`src/rtl/delivery_game_core.sv`:
```
// Delivery game engine: N-lane scrolling obstacle/objective map with lives, score,
// pause and a programmable scroll period; columns arrive through a one-cycle ack handshake.
module delivery_game_core #(
  parameter  int LANES     = 4,
  parameter  int DEPTH     = 8,
  parameter  int SCORE_W   = 4,
  parameter  int LIVES     = 3,
  parameter  int WIN_SCORE = 15,
  parameter  int PER_W     = 16,
  localparam int LANE_W    = (LANES > 1) ? $clog2(LANES) : 1
) (
  input  logic                   clock_i,
  input  logic                   reset_i,
  input  logic                   jogar_i,
  input  logic                   pausa_i,
  input  logic [LANES-1:0]       botoes_i,
  input  logic [PER_W-1:0]       periodo_i,
  input  logic                   periodo_valid_i,
  input  logic [LANES-1:0]       col_obstacle_i,
  input  logic [LANES-1:0]       col_objective_i,
  output logic                   col_ack_o,
  output logic [2:0]             estado_o,
  output logic [SCORE_W-1:0]     pontuacao_o,
  output logic [2:0]             vidas_o,
  output logic                   pronto_o,
  output logic [LANE_W-1:0]      player_lane_o,
  output logic [LANES*DEPTH-1:0] db_map_obstacle_o,
  output logic [LANES*DEPTH-1:0] db_map_objective_o
);

  // state     | meaning
  // IDLE      | waiting for jogar
  // PREP      | one cycle: clear map, reload lives/score/lane/counter
  // PLAY      | scrolling, moving, collision checks
  // PAUSE     | everything frozen until next pausa edge
  // WIN       | score reached WIN_SCORE, outputs held
  // GAME_OVER | lives exhausted, outputs held
  typedef enum logic [2:0] {
    S_IDLE      = 3'd0,
    S_PREP      = 3'd1,
    S_PLAY      = 3'd2,
    S_PAUSE     = 3'd3,
    S_WIN       = 3'd4,
    S_GAME_OVER = 3'd5
  } state_t;

  localparam logic [SCORE_W-1:0] SCORE_MAX = {SCORE_W{1'b1}};

  state_t                   state_q, state_d;
  logic [LANES*DEPTH-1:0]   obs_q, obs_d;
  logic [LANES*DEPTH-1:0]   obj_q, obj_d;
  logic [SCORE_W-1:0]       score_q, score_d;
  logic [2:0]               lives_q, lives_d;
  logic [LANE_W-1:0]        lane_q, lane_d;
  logic [PER_W-1:0]         period_q, period_d;
  logic [PER_W-1:0]         cnt_q, cnt_d;
  logic [LANES-1:0]         btn_prev_q;
  logic                     pausa_prev_q;

  logic                     tick;
  logic                     pausa_rise;
  logic [LANES-1:0]         btn_rise;
  logic                     hit_obs;
  logic                     hit_obj;

  assign pausa_rise = pausa_i & ~pausa_prev_q;
  assign btn_rise   = botoes_i & ~btn_prev_q;
  // Counter only advances in PLAY; a shrunken period lets it run on and wrap.
  assign tick       = (state_q == S_PLAY) && (cnt_q == (period_q - PER_W'(1)));

  always_comb begin
    state_d  = state_q;
    obs_d    = obs_q;
    obj_d    = obj_q;
    score_d  = score_q;
    lives_d  = lives_q;
    lane_d   = lane_q;
    cnt_d    = cnt_q;
    hit_obs  = 1'b0;
    hit_obj  = 1'b0;
    period_d = period_q;

    if (periodo_valid_i) begin
      period_d = (periodo_i == '0) ? PER_W'(1) : periodo_i;
    end

    case (state_q)
      S_IDLE: begin
        if (jogar_i) state_d = S_PREP;
      end

      S_PREP: begin
        obs_d   = '0;
        obj_d   = '0;
        score_d = '0;
        lives_d = 3'(LIVES);
        lane_d  = '0;
        cnt_d   = '0;
        state_d = S_PLAY;
      end

      S_PLAY: begin
        if (tick) begin
          cnt_d = '0;
          for (int l = 0; l < LANES; l++) begin
            obs_d[l*DEPTH +: DEPTH] = {col_obstacle_i[l],  obs_q[l*DEPTH+1 +: DEPTH-1]};
            obj_d[l*DEPTH +: DEPTH] = {col_objective_i[l], obj_q[l*DEPTH+1 +: DEPTH-1]};
          end
        end else begin
          cnt_d = cnt_q + PER_W'(1);
        end

        // Descending scan so the lowest-index rising button has the final say.
        for (int l = LANES - 1; l >= 0; l--) begin
          if (btn_rise[l]) lane_d = LANE_W'(l);
        end

        for (int l = 0; l < LANES; l++) begin
          if (lane_d == LANE_W'(l)) begin
            hit_obs = obs_d[l*DEPTH];
            hit_obj = obj_d[l*DEPTH];
            if (obs_d[l*DEPTH] || obj_d[l*DEPTH]) begin
              obs_d[l*DEPTH] = 1'b0;
              obj_d[l*DEPTH] = 1'b0;
            end
          end
        end

        if (hit_obs) begin
          lives_d = (lives_q != 3'd0) ? (lives_q - 3'd1) : 3'd0;
        end else if (hit_obj) begin
          score_d = (score_q == SCORE_MAX) ? score_q : (score_q + SCORE_W'(1));
        end

        if (lives_d == 3'd0) begin
          state_d = S_GAME_OVER;
        end else if (score_d == SCORE_W'(WIN_SCORE)) begin
          state_d = S_WIN;
        end else if (pausa_rise) begin
          state_d = S_PAUSE;
        end
      end

      S_PAUSE: begin
        if (pausa_rise) state_d = S_PLAY;
      end

      S_WIN, S_GAME_OVER: begin
        if (jogar_i) state_d = S_PREP;
      end

      default: state_d = S_IDLE;
    endcase
  end

  always_ff @(posedge clock_i or negedge reset_i) begin
    if (!reset_i) begin
      state_q      <= S_IDLE;
      obs_q        <= '0;
      obj_q        <= '0;
      score_q      <= '0;
      lives_q      <= 3'(LIVES);
      lane_q       <= '0;
      period_q     <= PER_W'(1);
      cnt_q        <= '0;
      btn_prev_q   <= '0;
      pausa_prev_q <= 1'b0;
    end else begin
      state_q      <= state_d;
      obs_q        <= obs_d;
      obj_q        <= obj_d;
      score_q      <= score_d;
      lives_q      <= lives_d;
      lane_q       <= lane_d;
      period_q     <= period_d;
      cnt_q        <= cnt_d;
      btn_prev_q   <= botoes_i;
      pausa_prev_q <= pausa_i;
    end
  end

  assign col_ack_o          = tick;
  assign estado_o           = state_q;
  assign pontuacao_o        = score_q;
  assign vidas_o            = lives_q;
  assign pronto_o           = (state_q == S_WIN) || (state_q == S_GAME_OVER);
  assign player_lane_o      = lane_q;
  assign db_map_obstacle_o  = obs_q;
  assign db_map_objective_o = obj_q;

endmodule

```
`config.mk`:
```
export PLATFORM = sky130hd
export DESIGN_NAME = delivery_game_core
export DESIGN_NICKNAME = d
export VERILOG_FILES = /design/src/rtl/delivery_game_core.sv
export SDC_FILE = /design/constraint.sdc
export NUM_CORES = 1
export LEC_CHECK = 0
export CAP_MARGIN = 20
export CORE_UTILIZATION = 25
export CTS_BUF_LIST = sky130_fd_sc_hd__clkbuf_8 sky130_fd_sc_hd__clkbuf_16
export CTS_CLUSTER_SIZE = 25
export DETAILED_ROUTE_END_ITERATION = 12
export GPL_TIMING_DRIVEN = 0
export HOLD_SLACK_MARGIN = 0.15
export SYNTH_ARGS = -nofsm -noshare
export SYNTH_HDL_FRONTEND = slang
export SYNTH_SLANG_ARGS = --single-unit
export TNS_END_PERCENT = 50
```
`constraint.sdc`:
```
create_clock -name clock_i -period 3.4 [get_ports clock_i]
set_input_delay 0.51 -clock clock_i [delete_from_list [all_inputs] [get_ports clock_i]]
set_output_delay 0.51 -clock clock_i [all_outputs]
set_load 0.02 [all_outputs]
```
==> results.yml <==
sta:
  post-route-period-util: 0.990
  relSlewSlack: 0.329
  finalMaxSlewViolations: 0
  tightest_slew_ns: 1.00
  rsz0062_at_grt: "yes"
  fin_crit_ns: 3.36
  setup_ws_ns: 0.0353
  hold_violations: 0
  skew_ns: 0.00958
  setup_viol: 0
  max_clock_freq_ghz: 0.297
layout:
  drive_gt1_frac: 0.132
  utilization: 0.365
  antenna_cells: 0
  final_nets: 778
  synthToLayoutAreaGrowth_pct: 42.1
  final_common_cell: "nand2_1"
  fin_area_um2: 8040
  register_area_um2: 2830
  final_cell_mix: "nand2_1 (132), dfrtp_1 (109), clkdlybuf4s50_1 (107)"
  fill_cells: 2237
  stdcell_count: 1035
  multi_input_area_um2: 2780
global_routing:
  grtUsageTotal: 0.145
  grt_pass1_wl_mm: 26.5
  grt_antenna_before_repair: 0
  grt_pass1_vias: 4921
  grt_max_degree: 84
  grt-ovfl-total: 0
routing:
  drt_iter0_drc: 219
  wl_per_cell_um: 15.6
  drtAntennaViolNets: 0
  drcViolationCount: 4
  wl_mm: 16.2
  num_vias: 4940
  via_per_inst: 4.77
  first_pass_iters: 8
floorplanning:
  core_area_um2: 22000
  die_area_um2: 23200
  initial_core_util: 0.257
  rows: 54
  die_y_um: 152
  die_x_um: 152
  io_pins: 111
job:
  maxCapViolations: 0
pwr:
  power_density_nw_per_um2: 511
  pwr-share-seq: 0.370
  clkPwrFrac: 0.476
  internal-power_w: 0.00300
  peakVddDrop_v: 0.000290
  power_frac_comb: 0.154
  p_switching_w: 0.00110
  static-leakage-power_nw: 3.42
  switching_share: 0.269
logic_synthesis:
  ys_async_sr_fraction: 1.00
  post_synth.cell_area_avg_um2: 9.47
  synth_top_area_cell: "dfrtp_1"
  syn_inst: 597
  synthFlopType: "dfrtp_1"
  synthesis.nets: 633
  synth_edf_count: 0
  yosys_warnings: 0
  ys_seq_area_frac: 0.501
  ys_ff_latch: 113
  synth.area.top_cells: "dfrtp_1 (49%), nand2_1 (8.8%), o21ai_0 (7.3%)"
  yosysTopAreaCellShare: 0.487
  syn_area_um2: 5660
  synthDistinctLibCells: 59
critical_path:
  required_ns: 3.67
  crit_path_frequent_cell: "buf_6"
  crit_slowest_cell: "or4b_4"
  path_max_fanout: 5
  max_stage_delay_ns: 0.50
  setup.worst_path.class: "reg -> reg"
  crit_arrival_ns: 3.64
  reg2reg_slack_ns: 0.04
  crit_start: "period_q[1]"
  worstSetupEndpointType: "flip-flop"
  crit_chain: "inv_2, ha_4, or4b_4, or2_4, o41ai_4, o211ai_1, nor3_4, buf_6, buf_6, mux2_4, nor4b_2, a211oi_1"
  reg2regPathDepth: 12
  worstReg2RegStart: "period_q[1]"
  r2r_end: "pontuacao_o[3]"
  crit_path_start_kind: "flip-flop"
clocking:
  clockRootBuffer: "clkbuf_16"
  clk_path_buf_depth: 2
  cts_inserted_buffers: 17
  clkSinkCount: 113
  cts_tree: "built"
  htreeDepth: 4
  clock_latency_ns: 0.42
  cts.clk_slew.worst_paths_ns: 0.06
worst_hold_path:
  hold_path.class: "reg -> reg"
  hold-path-endpoint: "db_map_objective_o[26]"
  hold_depth: 2
  hold_path.startpoint: "db_map_objective_o[27]"
placement:
  gp_congestion: 0.796
  dp_hpwl_mm: 11.5
  dp_cells: 987
  portBuffers: 109
  placed_area_um2: 7130
  dp_slack_ns: -0.628
outcome:
  outcome: "finished with violations"
  violations: "DRC"
[synthesized netlist by cell type (9+ instances only)]
cell / instances
and3_1: 15
mux2_2: 16
nor2_1: 15
clkbuf_1: 27
dfrtp_1: 110
xnor2_1: 16
nor3_1: 11
o21ai_0: 82
inv_1: 10
xor2_1: 9
nand2_1: 132
mux2i_1: 12
nor3b_1: 12
nand3_1: 14
a21o_1: 16
[cell type report]
type,count,area share
flip-flops and latches,113,0.353
multi-input cells,444,0.346
repair buffers,126,0.156
clock buffers,17,0.0529
well taps,280,0.0436
clock inverters,15,0.0271
plain buffers,30,0.0165
inverters,10,0.00467
[kinds of logic (layout without fill, tap and decap cells)]
family          after synthesis  count (layout)  share of synthesized area
simple gates                241             241                      0.205
mux                          30              30                     0.0611
fa+ha+maj                     3               3                    0.00664
xor+xnor                     25              25                     0.0387
compound gates              145             145                      0.160
flops                       113             113                      0.501
buf+inv                      40             198                     0.0272
[power groups by stage]
stage | clock [W] | combinational, W | sequential, W
floorplan | 0 | 0.000332 | 0.00156
global placement | 0 | 0.000600 | 0.00154
detailed placement | 0 | 0.000609 | 0.00154
CTS | 0.00200 | 0.000625 | 0.00152
global route | 0.00206 | 0.000697 | 0.00153
finish | 0.00195 | 0.000632 | 0.00152
[registers in the layout, summed over array words and instances, names as in the netlist]
name,count
cnt_q,16
player_lane_o,2
vidas_o,3
db_map_obstacle_o,32
estado_o,3
btn_prev_q,4
pontuacao_o,4
period_q,16
pausa_prev_q,1
db_map_objective_o,32
[per-layer routing]
layer,share of wire,vias up,routed length (um),track usage
li1,-,2403,-,-
met1,0.46,2420,7430,0.185
met2,0.45,106,7240,0.217
met3,0.081,11,1310,0.0651
met4,0.013,0,211,0.0466
met5,0,-,0,0
[stage by stage]
step	hold slack, ns	TNS, ns	power, W
finish	0.506	0	0.00410
global route	0.536	-0.187	0.00429
CTS	0.510	-0.0198	0.00414
detailed placement	0.412	-40.35	0.00215
global placement	0.489	-355.34	0.00214
floorplan	0.214	0	0.00189
[worst max-delay path by stage]
stage | endpoint | slack, ns
6_report | pontuacao_o[3] | 0.04
5_1_grt | pontuacao_o[2] | -0.06
4_1_cts | col_ack_o | -0.02
3_5_place_dp | db_map_objective_o[16] | -0.63
3_3_place_gp | db_map_objective_o[14] | -2.88
2_1_floorplan | pontuacao_o[2] | 0.08
[worst max-delay path, delay by kind of cell, from the launching register on]
| kind | cells | cell delay (ns) |
|---|---|---|
| adders and majority gates | 1 | 0.14 |
| AOI/OAI and AO/OA | 3 | 0.73 |
| muxes | 1 | 0.34 |
| buffers and inverters | 3 | 0.36 |
| DFF | 1 | 0.43 |
| and+or+nand+nor | 4 | 1.24 |
[repair_timing]
| item | CTS | global route |
|---|---|---|
| hold buffers | 1 | 0 |
| endpoints found under the hold margin | 29 | 0 |
| setup endpoints to repair | 88 | 80 |
| setup buffers | 6 | 9 |
| gates resized for setup | 24 | 19 |
| pin swaps | 6 | 8 |
No activity file was read; power rests on OpenSTA's default activity.
